`src/rtl/alu_bist_driver.sv`:
```
// ALU built-in self-test initiator.
// Drives pseudo-random operand pairs across every {Opcode,ALUSel} combination and
// folds the ALU result plus flags into a 32-bit MISR signature, then reports
// pass/fail against a golden signature.
module alu_bist_driver #(
    parameter int          NUM_VECTORS   = 16,
    parameter int          SETTLE_CYCLES = 1,
    parameter logic [31:0] LFSR_SEED     = 32'hACE1_2345,
    parameter logic [31:0] GOLDEN_SIG    = 32'h0000_0000,
    localparam int         VW            = $clog2(NUM_VECTORS + 1)
) (
    input  logic          clk,
    input  logic          rst_n,
    input  logic          start,
    output logic          busy,
    output logic          done,
    output logic          pass,
    output logic [31:0]   signature,
    output logic [VW-1:0] vec_count,
    output logic [31:0]   DataA,
    output logic [31:0]   DataB,
    output logic [2:0]    Opcode,
    output logic          ALUSel,
    input  logic [31:0]   ALU_out,
    input  logic          Zero,
    input  logic          BGT,
    input  logic          BLT
);

    // Settle counter only needs to count 0..SETTLE_CYCLES-1.
    localparam int SW = (SETTLE_CYCLES > 1) ? $clog2(SETTLE_CYCLES) : 1;

    localparam logic [31:0] LFSR_TAPS = 32'h8020_0003;
    localparam logic [31:0] MISR_POLY = 32'h04C1_1DB7;

    localparam logic [2:0] ST_IDLE    = 3'd0;
    localparam logic [2:0] ST_LOAD    = 3'd1;
    localparam logic [2:0] ST_DRIVE   = 3'd2;
    localparam logic [2:0] ST_CAPTURE = 3'd3;
    localparam logic [2:0] ST_DONE    = 3'd4;

    logic          r_rstMeta;
    logic          r_rstSync;
    logic [2:0]    r_state;
    logic [SW-1:0] r_settle;
    logic [31:0]   r_lfsr;
    logic [31:0]   r_dataA;
    logic [31:0]   r_dataB;
    logic [3:0]    r_combo;
    logic [31:0]   r_sig;
    logic [VW-1:0] r_vecCount;
    logic          r_done;
    logic          r_pass;

    logic [31:0]   w_lfsrNext1;
    logic [31:0]   w_lfsrNext2;
    logic [31:0]   w_captureData;
    logic [31:0]   w_sigNext;
    logic          w_startAccept;
    logic          w_inLoad;
    logic          w_inCapture;
    logic          w_settleLast;
    logic          w_lastCombo;
    logic          w_lastVector;
    logic          w_vecSaturated;

    // One Galois LFSR step.
    function automatic logic [31:0] lfsrStep(input logic [31:0] x);
        return (x >> 1) ^ (x[0] ? LFSR_TAPS : 32'h0);
    endfunction

    assign w_lfsrNext1    = lfsrStep(r_lfsr);
    assign w_lfsrNext2    = lfsrStep(w_lfsrNext1);
    assign w_captureData  = ALU_out ^ {29'b0, Zero, BGT, BLT};
    assign w_sigNext      = {r_sig[30:0], 1'b0} ^ (r_sig[31] ? MISR_POLY : 32'h0) ^ w_captureData;

    assign w_startAccept  = start && ((r_state == ST_IDLE) || (r_state == ST_DONE));
    assign w_inLoad       = (r_state == ST_LOAD);
    assign w_inCapture    = (r_state == ST_CAPTURE);
    assign w_settleLast   = (r_settle == SW'(SETTLE_CYCLES - 1));
    assign w_lastCombo    = (r_combo == 4'd15);
    assign w_lastVector   = ((32'(r_vecCount) + 32'd1) >= 32'(NUM_VECTORS));
    assign w_vecSaturated = (r_vecCount == VW'(NUM_VECTORS));

    // Reset synchronizer: assertion passes straight through, release is delayed two clocks.
    always_ff @(posedge clk or negedge rst_n) begin
        if (!rst_n) begin
            r_rstMeta <= 1'b0;
            r_rstSync <= 1'b0;
        end else begin
            r_rstMeta <= 1'b1;
            r_rstSync <= r_rstMeta;
        end
    end

    // Sequencer: LOAD a pair, then DRIVE/CAPTURE each of the 16 combos, repeat per vector.
    always_ff @(posedge clk or negedge r_rstSync) begin
        if (!r_rstSync) begin
            r_state  <= ST_IDLE;
            r_settle <= '0;
        end else begin
            case (r_state)
                ST_IDLE, ST_DONE: begin
                    if (start) begin
                        r_state <= ST_LOAD;
                    end
                end
                ST_LOAD: begin
                    r_state  <= ST_DRIVE;
                    r_settle <= '0;
                end
                ST_DRIVE: begin
                    if (w_settleLast) begin
                        r_state <= ST_CAPTURE;
                    end else begin
                        r_settle <= r_settle + SW'(1);
                    end
                end
                ST_CAPTURE: begin
                    if (!w_lastCombo) begin
                        r_state  <= ST_DRIVE;
                        r_settle <= '0;
                    end else if (!w_lastVector) begin
                        r_state <= ST_LOAD;
                    end else begin
                        r_state <= ST_DONE;
                    end
                end
                default: begin
                    r_state <= ST_IDLE;
                end
            endcase
        end
    end

    // Operand generation and combo stepping; operands only change in LOAD so they hold through DRIVE.
    always_ff @(posedge clk or negedge r_rstSync) begin
        if (!r_rstSync) begin
            r_lfsr  <= LFSR_SEED;
            r_dataA <= '0;
            r_dataB <= '0;
            r_combo <= '0;
        end else begin
            if (w_startAccept) begin
                r_lfsr <= LFSR_SEED;
            end else if (w_inLoad) begin
                r_dataA <= r_lfsr;
                r_dataB <= w_lfsrNext1;
                r_lfsr  <= w_lfsrNext2;
                r_combo <= '0;
            end else if (w_inCapture && !w_lastCombo) begin
                r_combo <= r_combo + 4'd1;
            end
        end
    end

    // Signature compression, progress count and the pass/fail verdict.
    always_ff @(posedge clk or negedge r_rstSync) begin
        if (!r_rstSync) begin
            r_sig      <= '0;
            r_vecCount <= '0;
            r_done     <= 1'b0;
            r_pass     <= 1'b0;
        end else begin
            if (w_startAccept) begin
                r_sig      <= 32'hFFFF_FFFF;
                r_vecCount <= '0;
                r_done     <= 1'b0;
                r_pass     <= 1'b0;
            end else if (w_inCapture) begin
                r_sig <= w_sigNext;
                if (w_lastCombo && !w_vecSaturated) begin
                    r_vecCount <= r_vecCount + VW'(1);
                end
                if (w_lastCombo && w_lastVector) begin
                    r_done <= 1'b1;
                    r_pass <= (w_sigNext == GOLDEN_SIG);
                end
            end
        end
    end

    assign busy      = (r_state == ST_LOAD) || (r_state == ST_DRIVE) || (r_state == ST_CAPTURE);
    assign done      = r_done;
    assign pass      = r_pass;
    assign signature = r_sig;
    assign vec_count = r_vecCount;
    assign DataA     = r_dataA;
    assign DataB     = r_dataB;
    assign Opcode    = r_combo[3:1];
    assign ALUSel    = r_combo[0];

endmodule

```
`config.mk`:
```
export PLATFORM = sky130hd
export DESIGN_NAME = alu_bist_driver
export DESIGN_NICKNAME = d
export VERILOG_FILES = /design/src/rtl/alu_bist_driver.sv
export SDC_FILE = /design/constraint.sdc
export NUM_CORES = 1
export LEC_CHECK = 0
export CAP_MARGIN = 20
export CORE_ASPECT_RATIO = 0.8
export CORE_MARGIN = 10
export CORE_UTILIZATION = 54
export CTS_BUF_LIST = sky130_fd_sc_hd__clkbuf_8
export DETAILED_ROUTE_END_ITERATION = 10
export PLACE_DENSITY_LB_ADDON = 0.12
export SYNTH_ARGS = -nofsm -noshare
export SYNTH_HDL_FRONTEND = slang
export SYNTH_SLANG_ARGS = --single-unit
```
`constraint.sdc`:
```
create_clock -name clk -period 10.4 [get_ports clk]
set_input_delay 2.6 -clock clk [delete_from_list [all_inputs] [get_ports clk]]
set_output_delay 2.6 -clock clk [all_outputs]
set_load 0.01 [all_outputs]
```
# Word level (Yosys, flattened, before mapping)
# Index checks and enable logic that the tools add are counted.
# totals
elab_cells	82
register_bits	145
input_bits	38
# classes
n_lt_le_gt_ge	1
n_reduce_logical	24
n_eq_ne	9
mux	26
n_addsub	4
bitwise	6
# op_table
operator	count
32-bit 2-to-1 mux	6
31-bit by 32-bit bitwise XOR with 32-bit output	2
32-bit logical NOT	1
32-bit by 27-bit bitwise XOR with 32-bit output	1
32-bit by 3-bit bitwise XOR with 32-bit output	1
32-bit bitwise XOR	1
27-bit 2-to-1 mux	1
5-bit 2-to-1 mux	3
3-bit 2-to-1 mux	4
3-bit case mux with 4 select lines	1
2-bit AND reduction	6
2-bit nonzero test	5
1-bit 2-to-1 mux	8
4-bit 2-to-1 mux	2
5-bit by 1-bit adder with 6-bit output (second input constant)	1
3-bit by 2-bit equality test with 1-bit output (second input constant)	2
6-bit by 5-bit greater-or-equal comparator with 1-bit output (second input constant)	1
2-bit inequality test (second input constant)	3
5-bit by 1-bit adder with 5-bit output (second input constant)	1
5-bit equality test (second input constant)	1
4-bit by 1-bit adder with 4-bit output (second input constant)	1
4-bit equality test (second input constant)	1
1-bit logical AND	4
3-bit by 1-bit equality test with 1-bit output (second input constant)	1
other kinds (9)	12

# Logic depth before layout (Yosys ltp)
# Gate-level depths: netlist (run 1).
# depth
ltp_word	7
mapped_depth	8
mapped_depth_nobuf	6

# Worst setup path before layout (run 1)
# Ideal clock, no wire load.
# synth_timing
kind	in2reg
startpoint	input port ALU_out[5]
endpoint	register r_pass (netlist: pass)
setup_time_ns	0.092
arrival_time_ns	3.562
cell_stages	5
n_path_buf	0
t_required_ns	10.308
setup_slack_ns	6.746
cell_sequence	xor2_1 > nor4_1 > mux2i_1 > a221o_1 > o31ai_2
# synth_between
elab_chain_cells	6
# synth_rtl
item	line	text
start, declared	24	input logic [31:0] ALU_out,
32-bit by 3-bit bitwise XOR with 32-bit output	74	assign w_captureData = ALU_out ^ {29'b0, Zero, BGT, BLT};
32-bit bitwise XOR	75	assign w_sigNext = {r_sig[30:0], 1'b0} ^ (r_sig[31] ? MISR_POLY : 32'h0) ^ w_captureData;
32-bit logical NOT	177	r_pass <= (w_sigNext == GOLDEN_SIG);
1-bit 2-to-1 mux	175	if (w_lastCombo && w_lastVector) begin
1-bit 2-to-1 mux	170	end else if (w_inCapture) begin
1-bit 2-to-1 mux	165	if (w_startAccept) begin
end signal, assigned	177	
end, declared	53	logic r_pass;
# Every way passes these cells. The select of a mux whose other input is x is not followed.
# A chain may end at the register's enable or synchronous reset.

# Worst setup path after layout (run 1)
# layout_timing
startpoint	register r_sig[31] (netlist: signature[31])
endpoint	output port signature[31]
# layout_rtl
item	line	text
start, declared	50	logic [31:0] r_sig;
start signal, assigned	171	r_sig <= w_sigNext;
end, declared	18	output logic [31:0] signature,
# No word-level cell between the ends.

==> results of run 1 <==
## flip-flops by register name, summed over array words and instances, names as in the netlist
register,count
pass,1
r_rstMeta,1
r_rstSync,1
vec_count,5
DataB,4
r_lfsr,32
r_combo,4
DataA,31
done,1
signature,32
r_state,3
## routing by layer
| layer | wire, microns | vias up |
|---|---|---|
| met1 | 5490 | 1997 |
| met5 | 0 | - |
| li1 | - | 1928 |
| met3 | 1040 | 6 |
| met4 | 113 | 0 |
| met2 | 6530 | 125 |
## kinds of logic (layout without fill, tap and decap cells)
family                   Yosys count  after routing
AO/OA/AOI/OAI                     89             89
XOR/XNOR                          56             56
adder cells (fa/ha/maj)            3              3
buffers and inverters             61            186
flip-flops                       115            115
multiplexers                       3              3
other                              1              1
AND/OR/NAND/NOR                  193            193
## cells in the mapped netlist (6+ instances only)
master,instances
sky130_fd_sc_hd__a21oi_1,41
sky130_fd_sc_hd__buf_2,13
sky130_fd_sc_hd__buf_4,32
sky130_fd_sc_hd__clkbuf_1,6
sky130_fd_sc_hd__dfrtp_1,101
sky130_fd_sc_hd__dfstp_2,14
sky130_fd_sc_hd__nand2_1,134
sky130_fd_sc_hd__nor2_1,33
sky130_fd_sc_hd__nor4_1,6
sky130_fd_sc_hd__o21ai_0,8
sky130_fd_sc_hd__o22a_1,20
sky130_fd_sc_hd__xnor2_1,17
sky130_fd_sc_hd__xor2_1,39
## area by class of cell
type / count / area [sq um]
clock buffers: 17 / 234
clock inverters: 15 / 148
fillers: 716 / 2650
inverters: 4 / 15.0
multi-input cells: 345 / 1970
flip-flops and latches: 115 / 2900
well taps: 119 / 149
repair buffers: 150 / 1500
## worst paths after layout
path	end	slack [ns]	cells after the start	start
min in group clk	r_rstSync	0.38	0	r_rstMeta
hold / removal	signature[16]	0.37	0	r_rstSync
hold reg to reg	signature[16]	0.37	0	r_rstSync
max in group asynchronous	r_rstSync	7.90	1	rst_n
setup reg to reg	signature[6]	8.10	4	r_state[1]
setup / recovery	signature[31]	5.71	1	signature[31]
## power by group
part           switching (W)  total, W  internal (W)
Sequential          0.000206  0.000883      0.000677
Clock               0.000203  0.000399      0.000195
Combinational       0.000543   0.00114      0.000599
Total               0.000952   0.00242       0.00147
## stage by stage
stage | total power (W) | instances | area [sq um] | hold WS, ns
2_1_floorplan | 0.00156 | 521 | 5260 | 0.331
3_3_place_gp | 0.00199 | 732 | 6520 | 0.335
3_5_place_dp | 0.00203 | 732 | 6520 | 0.346
4_1_cts | 0.00245 | 764 | 6900 | 0.384
5_1_grt | 0.00259 | 765 | 6920 | 0.385
6_report | 0.00242 | 765 | 6920 | 0.368
==> results.txt, run 1 <==
- The flow ran to the end, and the final reports show no timing, DRC or antenna violations.
* Total routing resource utilization after global routing: 19.0%
- After clock tree synthesis, the setup repair step added 0 buffers.
- Pre-CTS setup slack: between 5 and 6 ns
* Peak fanout along the critical path: 20
* Met2 global-route usage: between 30% and 40%
- The floorplan step set the die height to 108 microns.
- Setup violations remaining at the end of the flow were counted as 0.
- The number of antenna diodes in the final layout is 0.
- Leading cell types in the layout, fill and taps excluded: 145 x sky130_fd_sc_hd__clkdlybuf4s50_1, 134 x sky130_fd_sc_hd__nand2_1, 100 x sky130_fd_sc_hd__dfrtp_1
* Path class of the lowest-slack min-delay path: register to async pin
- DR WL/cell: ~17 microns
* Die ar.: 14,100 sq um
- At the worst endpoint, the arrival time is around 2.1 ns.
- Detailed Place HPWL: a little over 9000 microns
- Of the cells placed in the final design, the portion with a size suffix greater than 1 is under 10%.
* Inserted Clock Buffers: 17
* Top FF cell, synth: sky130_fd_sc_hd__dfrtp_1
* Quantity of hold-fixing buffers added after cts: 0
* Vias per std cell: around 5.3
* DRC viols: 0
* Via count of the first global-routing pass: 4,154
* Number of hold-slack violations in the final timing report: 0
* Core utilization of the finished layout: a little over 70%
* RSZ-0062 raised after global routing: false
- Cells along the critical path: clkdlybuf4s50_1
- After synthesis, the largest family of logic cells by area is simple AND/OR/NAND/NOR gates.
* Sinks on Clock Net: around 120
* Adder-cell area share of the yosys netlist: less than 1%
- The count of nets left with antenna violations once routing finished came out at 0.
* Area share of the largest cell type after synthesis: between 40 and 50%
* Distinct cell type count after synthesis: 44
- PostCTS Resize Cnt: 0
- First-pass GRT wire length: roughly 21,000 microns
- Slowest-stage cell, CP: sky130_fd_sc_hd__dfrtp_1
- Port buffering added roughly 150 buffers.
- After global routing the overflow that remains totals 0.
- Of the synthesized area, sequential elements account for between 50 and 60%.
* Detailed-router iteration count before antenna repair: 4
- Later-pin clock latency in the skew report: approximately 0.42 ns
- Number of top-level pins: 146
* Mux cell area share after synthesis: less than 1%
- Most Crowded Layer GR: met2
* Shortest period the worst path allows: about 4.7 ns
- The initial antenna violation count came to 0.
- Proportion of register bits with asynchronous set or reset after synthesis: 100%
* Xor/xnor share of the synthesized area: under 10%
- The number of max-slew violations in the final report is 0.
- Max clock buf depth: 2
- Root cell of the clock tree: sky130_fd_sc_hd__clkbuf_8
- For this run, global-route usage on met1 was measured as about 24%.
- The tool flagged a number of max-cap violations equal to 0.
- Derived from the worst setup path, the maximum achievable clock frequency is between 200 and 250 MHz.
- At the pin with the least slew margin, the transition time is roughly 1.0 ns.
* Worst setup EP type: output port
- Synth warnings: 0
* Power density relative to cell area: ~350 nW/um^2
- The initial utilization of the core area, before any placement, comes to a little over half.
- The congestion estimate from routability-driven global placement came to slightly above 0.8.
- Clock skew on the completed layout was measured at ~0.013 ns.
* Chip width: around 130 microns
- After Yosys synthesis, and, or, nand and nor cells account for ~15% of the synthesized area.
- In the final design database the tool counted around 670 nets.
- Classification of the worst setup path: register to output port
* Top cell family by delay on the critical path: flip-flops
- The worst path uses a little under half of the clock period.
- Post-synth EDFFs: 0
* Synthesized area per cell: 10.1 sq um
- Tightest slew margin relative to the limit: a little under a third
- The core region is 9570 sq um.
- P_leak: between 3 and 4 nW
- Yosys reg bits: between 100 and 150
* Global routing met3 resource utilization: around 6.6%
- The routed layout has around 4,100 vias.
- For the worst setup path, the data required time is between 7 and 8 ns.
* Most frequent standard cell in the layout excluding fill and tap cells: sky130_fd_sc_hd__clkdlybuf4s50_1
- After the first detailed-routing iteration, the DRC count stood at between 200 and 300.
- TritonCTS clock tree: built
* Number of buffer and inverter stages on the critical path: 1
* Top cell type by total area after synthesis: sky130_fd_sc_hd__dfrtp_1
* H-tree depth reported by CTS: 4
- In the final timing run, aggregate negative setup slack is 0 ns.
- Worst supply voltage drop on vdd: around 0.00018 V
- Num rows: 32
- For this run, the slowest stage of the critical path takes around 0.96 ns.
- Mapped Nets: around 560
- Startpoint Class: register
- In the synthesized netlist, the number of instances is ~520.
- After layout, the worst setup slack is around 5.7 ns.
- The synthesized netlist occupies a cell area of 5260 sq um.
- Area contributors post-synth: sky130_fd_sc_hd__dfrtp_1 48%, sky130_fd_sc_hd__nand2_1 9.6%, sky130_fd_sc_hd__dfstp_2 7.0%
- Compound-cell area share of the yosys netlist: a little under an eighth
- After detailed routing, the total wire length is about 13,000 microns.
- Clock-pin slew was measured on the worst setup and hold paths at about 0.08 ns.
- Pin count of the biggest net entering global routing: between 60 and 70
* Relative area change from synthesis to final layout: 31.5%
No activity file was read; power rests on OpenSTA's default activity.
==> run 2: changes to the inputs <==
Settings changed: CORE_UTILIZATION 54 to 50.
Clock period 10.4 ns to 4.4 ns, I/O delays scaled along.
==> results.txt, run 2 (synthesis results as in run 1) <==
- Placed Area: 6540 sq um (was 6520 sq um)
* Chip width: 135 microns (was 130 microns)
* Vias per std cell: 5.15 (was 5.30)
- The die area is 15,000 sq um (was 14,100 sq um).
- Clock-pin slew on the worst setup and hold paths: 0.07 ns (was 0.08 ns)
- The number of H-tree levels came to 4 (unchanged).
* Number of stages on the worst hold path: 0
- Antenna Cells: 0 (unchanged)
- The launch point of the critical path is signature[31] (unchanged).
- The number of global-route vias before repair was 4,235 (was 4,154).
* Worst clock skew: 0.0146 ns (was 0.0129 ns)
- The end point of the critical path is signature[31] (unchanged).
- Number of input and output port buffers inserted: 145 (unchanged)
- The number of max-slew violations in the final report was 0 (unchanged).
- The cell area after layout is 7030 sq um (was 6920 sq um).
- Tot Pwr: 0.00592 W (was 0.00242 W)
- The layout filler cell count was 787 (was 716).
- The die span in y was 112 microns (was 108 microns).
- The cell family contributing the most delay on the critical path was flip-flops (unchanged).
* Share of layout cells above drive strength 1: 8.99% (was 9.44%)
- The first-iteration detailed-routing DRC count is 258 (was 281).
- The placeable core area came to 10,300 sq um (was 9570 sq um).
- Critical path depth: 1 (unchanged)
- The first-pass GRT wire length is 21,400 microns (was 21,300 microns).
- Later-pin clock latency in the skew report: 0.42 ns (about the same)
* Root cell of the clock tree: sky130_fd_sc_hd__clkbuf_8 (unchanged)
- Relative area change from synthesis to final layout: 33.7% (was 31.5%)
- Num rows: 33 (was 32)
- The count of vias placed by the detailed router is 4,046 (was 4,056).
- The class of the most critical hold timing path was register to register (was register to async pin).
* Core utilization of the finished layout: 68.4% (was 72.3%)
- The first-pass detailed-route iteration total is 4 (unchanged).
- Congestion Overflow GR: 0 (unchanged)
- The peak per-stage delay on the critical path was 0.93 ns (was 0.96 ns).
- PostCTS Resize Cnt: 0 (unchanged)
- Cells along the critical path: clkdlybuf4s50_1 (unchanged)
- The buffering stage count on the worst path with inverters included is 1 (unchanged).
* Shortest period the worst path allows: roughly 3.2 ns
* DR WL/cell: 16.6 microns (was 17.2 microns)
- The number of nets still failing antenna checks after routing came to 0 (unchanged).
- Actual transition at the worst max-transition pin: 1.01 ns (was 1.04 ns)
* Pin count of the biggest net entering global routing: 71 (was 68)
* Power density relative to cell area: 842 nW/um^2 (was 350 nW/um^2)
- The number of top-level pins is 146 (unchanged).
- The largest buffer count on any clock path is 2 (unchanged).
- The destination of the worst register-to-register timing path is signature[20] (was signature[6]).
- The total clock sinks is 115 (unchanged).
- Final RePlAce weighted congestion: 0.822 (was 0.830)
- The detailed-route wire length was 13,000 microns (was 13,200 microns).
- The launch instance of the worst register-to-register path is r_state[1] (unchanged).
- The commonest non-fill, non-tap cell in the layout is sky130_fd_sc_hd__clkdlybuf4s50_1 (unchanged).
- The number of remaining DRC errors is 0 (unchanged).
* Result of the run: completed (unchanged)
* Effective utilization at floorplan: 51.2% (was 55.0%)
* Quantity of hold-fixing buffers added after cts: 0 (unchanged)
- TritonCTS clock tree: built (unchanged)
* Startpoint Class: register (unchanged)
- P_leak: 3.09 nW (was 3.04 nW)
- Initial antenna violation count: 0 (unchanged)
* Tightest slew margin relative to the limit: 32.3% (was 30.2%)
- Slowest-stage cell, CP: sky130_fd_sc_hd__dfrtp_1 (unchanged)
- Leading cell types in the layout, fill and taps excluded: 145 x sky130_fd_sc_hd__clkdlybuf4s50_1, 134 x sky130_fd_sc_hd__nand2_1, 100 x sky130_fd_sc_hd__dfrtp_1 (unchanged)
- Share of the clock period used by the worst path after layout: 72.1%
* Final setup violation count: 0 (unchanged)
- The peak fanout along the critical path is 20 (unchanged).
* Number of max-cap violations: 0 (unchanged)
* Setup total negative slack: 0 ns (unchanged)
- Classification of the worst setup path: register to output port (unchanged)
* Worst setup EP type: output port (unchanged)
- The required time of the critical path is 3.30 ns (was 7.80 ns).
- Detailed Place HPWL: 9090 microns (was 9280 microns)
- Setup slack on the worst flop-to-flop path: 2.11 ns (was 8.10 ns)
* Total routing resource utilization after global routing: 17.4% (was 19.0%)
- The path depth of the worst reg2reg path was 4 (unchanged).
- Inserted Clock Buffers: 17 (unchanged)
* Net count reported at finish: 674 (unchanged)
- The post-CTS repair timing setup buffer count is 0 (unchanged).
- Static timing analysis puts the maximum clock frequency at ~320 MHz.
- RSZ-0062 raised after global routing: false (unchanged)
- The final-report hold violation count was 0 (unchanged).
* Endpoint arrival time on the critical path: 2.07 ns (was 2.09 ns)
- Worst supply voltage drop on vdd: 0.000363 V (was 0.000175 V)
==> run 2: where the power goes <==
part	total (W)	switching (W)	leakage [nW]	internal [W]
clock	0.00114	0.000415	0.237	0.000730
sequential	0.00209	0.000488	1.37	0.00160
combinational	0.00269	0.00127	1.48	0.00142
total	0.00592	0.00218	3.09	0.00375
==> run 2: metrics by stage <==
stage                     hold slack [ns]  setup WS [ns]  cells
after global placement              0.340           1.45    753
after floorplan                     0.331          0.984    521
after CTS                           0.366           1.19    784
after global routing                0.371           1.14    785
final                               0.362           1.23    785
after detailed placement            0.343           1.41    753
==> run 2: layer usage <==
metal	GRT usage, %	share of wire (%)
met5	0	0
met3	5.93	6.6
met2	28.1	49
met1	21.8	43
met4	4.49	1.1
==> run 2: cell type report <==
| cell class | count | area (sq um) | area share (%) |
|---|---|---|---|
| clock buffers | 21 | 289 | 4.11 |
| clock inverters | 10 | 181 | 2.58 |
| inverters | 4 | 15.0 | 0.214 |
| multi-input cells | 345 | 1970 | 28.0 |
| flip-flops and latches | 115 | 2900 | 41.2 |
| well taps | 140 | 175 | 2.49 |
| repair buffers | 150 | 1500 | 21.4 |
==> run 2: how the worst min path moves through the flow <==
stage | start | to
floorplan | r_rstMeta | r_rstSync
global placement | r_rstMeta | r_rstSync
detailed placement | r_rstMeta | r_rstSync
CTS | r_rstMeta | r_rstSync
global route | r_rstMeta | r_rstSync
finish | r_rstMeta | r_rstSync
==> run 3: changes to the inputs <==
Settings changed: CORE_UTILIZATION 50 to 45.
Clock period 4.4 ns to 2.64 ns, I/O delays scaled along.
==> results.txt, run 3 (synthesis results as in run 1) <==
- Result of the run: completed (unchanged).
- Congestion Overflow GR: 0 (unchanged)
* Peak fanout along the critical path: 13 (was 20)
- Power density relative to cell area: 1390 nW/um^2 (was 842 nW/um^2)
* Post-CTS setup-driven buffer insertion count: 0 (unchanged)
- Share of layout cells above drive strength 1: 9.71% (was 8.99%)
* Post-Route Hold Slack: 0.362 ns (about the same)
- Net count reported at finish: 677 (was 674)
* TritonCTS clock tree: built (unchanged)
- The die area was 16,400 sq um (was 15,000 sq um).
- Setup total negative slack: 0 ns (unchanged)
* Internal cell power: 0.00611 W (was 0.00375 W)
- Detailed-router iteration count before antenna repair: 4 (unchanged)
* Number of stages on the worst hold path: 0 (unchanged)
- Clock-pin slew on the worst setup and hold paths: 0.06 ns (was 0.07 ns)
- The share of power burned in registers was 34.9% (was 35.3%).
- Number of max-cap violations: 0 (unchanged)
* Filler-free cell count of the finished design: 797 (was 785)
* First-pass GRT wire length: 21,500 microns (was 21,400 microns)
- Critical path depth: 3 (was 1)
* Top cell family by delay on the critical path: buffers and inverters (was flip-flops)
- The detailed-route wire length came to 13,200 microns (was 13,000 microns).
- Final RePlAce weighted congestion: 0.815 (was 0.822)
- DRC viols: 0 (unchanged)
* Cells along the critical path: nor2_1, nor2_1, clkdlybuf4s50_1 (was clkdlybuf4s50_1)
* Inserted Clock Buffers: 17 (unchanged)
* Switching part of the total power: 37.4% (was 36.7%)
- Path depth of the worst reg2reg path: 5 (was 4)
* Share of power burned in combinational logic: 46.8% (was 45.4%)
- DR WL/cell: 16.5 microns (was 16.6 microns)
* Shortest period the worst path allows: approximately 2.4 ns
- The width of the die was 141 microns (was 135 microns).
- The row count was 35 (was 33).
- The ratio of routed vias to standard cells is 5.01 (was 5.15).
- Pin count of the biggest net entering global routing: 53 (was 71)
- The number of top-level pins is 146 (unchanged).
- Endpoint arrival time on the critical path: 1.77 ns (was 2.07 ns)
- Effective utilization at floorplan: 45.8% (was 51.2%)
- Worst setup EP type: output port (unchanged)
* Relative area change from synthesis to final layout: 33.9% (was 33.7%)
* Total vias in the final route: 3,996 (was 4,046)
* Tot Pwr: 0.00976 W (was 0.00592 W)
- The root cell of the clock tree was sky130_fd_sc_hd__clkbuf_8 (unchanged).
- Path class of the lowest-slack min-delay path: register to register (unchanged)
* H-tree depth reported by CTS: 4 (unchanged)
* Total routing resource utilization after global routing: 16.2% (was 17.4%)
* Most frequent standard cell in the layout excluding fill and tap cells: sky130_fd_sc_hd__clkdlybuf4s50_1 (unchanged)
- The count of input and output buffers is 145 (unchanged).
- Antenna Cells: 0 (unchanged)
* Required time of the critical path: 1.98 ns (was 3.30 ns)
* Actual transition at the worst max-transition pin: 0.669 ns (was 1.01 ns)
- Leading cell types in the layout, fill and taps excluded: 145 x sky130_fd_sc_hd__clkdlybuf4s50_1, 134 x sky130_fd_sc_hd__nand2_1, 99 x sky130_fd_sc_hd__dfrtp_1 (was 145 x sky130_fd_sc_hd__clkdlybuf4s50_1, 134 x sky130_fd_sc_hd__nand2_1, 100 x sky130_fd_sc_hd__dfrtp_1)
- The cell that appears most often on the critical path is sky130_fd_sc_hd__nor2_1.
- Number of buffer and inverter stages on the critical path: 1 (unchanged)
- PostCTS Resize Cnt: 0 (unchanged)
- ANT nets after route: 0 (unchanged)
- Iter 0 DRT Violations: 267 (was 258)
- Share of the clock period used by the worst path after layout: 91.9%
- Startpoint Class: register (unchanged)
* Sinks on Clock Net: 115 (unchanged)
- The initial antenna violation count was 0 (unchanged).
- Via count of the first global-routing pass: 4,182 (was 4,235)
- The die span in y came to 117 microns (was 112 microns).
- Biggest cell delay along the critical path: 0.58 ns (was 0.93 ns)
- The hold buffer count at cts was 0 (unchanged).
* Max clock buf depth: 2 (unchanged)
- Final setup violation count: 0 (unchanged)
- The standby leakage power is 3.09 nW (about the same).
- The standard cell with the maximum stage delay on the critical path is sky130_fd_sc_hd__clkdlybuf4s50_1 (was sky130_fd_sc_hd__dfrtp_1).
- Count of final max-slew check failures: 0 (unchanged)
- Part of the power in the clock network: 18.2% (was 19.3%)
* Inst Count DP: 765 (was 753)
* Worst supply voltage drop on vdd: 0.000589 V (was 0.000363 V)
- The class of the most critical setup path is register to output port (unchanged).
* Tightest slew margin relative to the limit: 55.4% (was 32.3%)
- Detailed Place HPWL: 9420 microns (was 9090 microns)
* Worst clock skew: 0.00970 ns (was 0.0146 ns)
- RSZ-0062 raised after global routing: false (unchanged)
- The placeable core area was 11,500 sq um (was 10,300 sq um).
- Switching power total: 0.00365 W (was 0.00218 W)
- Later-pin clock latency in the skew report: 0.43 ns (was 0.42 ns)
- The final-report hold violation count was 0 (unchanged).
- Static timing analysis puts the maximum clock frequency at just over 400 MHz.
run 3: cell types whose count changed in the layout (fill, tap and decap cells not counted):
| cell | previous run | this run |
|---|---|---|
| sky130_fd_sc_hd__dfrtp_1 | 100 | 99 |
| sky130_fd_sc_hd__buf_4 | 4 | 6 |
| sky130_fd_sc_hd__bufinv_16 | 5 | 4 |
| sky130_fd_sc_hd__dfrtp_2 | 0 | 1 |
| sky130_fd_sc_hd__inv_6 | 0 | 1 |
| sky130_fd_sc_hd__clkbuf_8 | 21 | 18 |
| sky130_fd_sc_hd__clkinv_2 | 0 | 2 |
| sky130_fd_sc_hd__clkinv_4 | 1 | 3 |
| sky130_fd_sc_hd__buf_12 | 1 | 2 |
run 3: path summary, 6_finish.rpt:
| kind | from | end | slack [ns] |
|---|---|---|---|
| max | r_state[1] | busy | 0.21 |
| min | r_rstMeta | r_rstSync | 0.36 |
| max reg2reg | r_state[0] | r_lfsr[16] | 0.71 |
| min reg2reg | r_rstMeta | r_rstSync | 0.36 |
| max in group asynchronous | r_rstSync | r_lfsr[23] | 1.54 |
| min in group asynchronous | r_rstSync | signature[2] | 0.37 |
run 3: area by class of cell:
type | instances | area (sq um)
Clock buffer | 18 | 248
Clock inverter | 14 | 188
Fill cell | 992 | 4430
Inverter | 4 | 15.0
Multi-Input combinational cell | 345 | 1970
Sequential cell | 115 | 2900
Tap cell | 148 | 185
Timing Repair Buffer | 153 | 1540
run 3: worst register-to-register path: stages, from the launching register on:
cell,delay (ns)
sky130_fd_sc_hd__dfrtp_1,0.48
sky130_fd_sc_hd__inv_2,0.07
sky130_fd_sc_hd__or3_2,0.78
sky130_fd_sc_hd__buf_12,0.30
sky130_fd_sc_hd__a21oi_1,0.17
sky130_fd_sc_hd__nand2_1,0.07
run 3: power by group through the flow:
stage | sequential [W] | combinational (W) | clock (W)
floorplan | 0.00354 | 0.00260 | 0
global placement | 0.00341 | 0.00453 | 0
detailed placement | 0.00344 | 0.00461 | 0
CTS | 0.00342 | 0.00464 | 0.00182
global route | 0.00355 | 0.00504 | 0.00190
finish | 0.00341 | 0.00457 | 0.00178
run 3: per-stage QoR:
| stage | worst slack [ns] | instance area [sq um] | utilization (%) |
|---|---|---|---|
| 2_1_floorplan | 0.731 | 5260 | - |
| 3_3_place_gp | 0.339 | 6610 | 57.6 |
| 3_5_place_dp | 0.307 | 6610 | 57.6 |
| 4_1_cts | 0.0664 | 7040 | 61.4 |
| 5_1_grt | 0.0722 | 7040 | 61.4 |
| 6_report | 0.214 | 7040 | 61.4 |
run 3: per-layer routing:
layer	wire, microns	part of all wire, %	track usage, %	up-vias
li1	-	-	-	1926
met1	5820	44	20.0	1953
met2	6290	48	26.0	109
met3	939	7.1	5.77	8
met4	106	0.81	5.56	0
met5	0	0	0	-
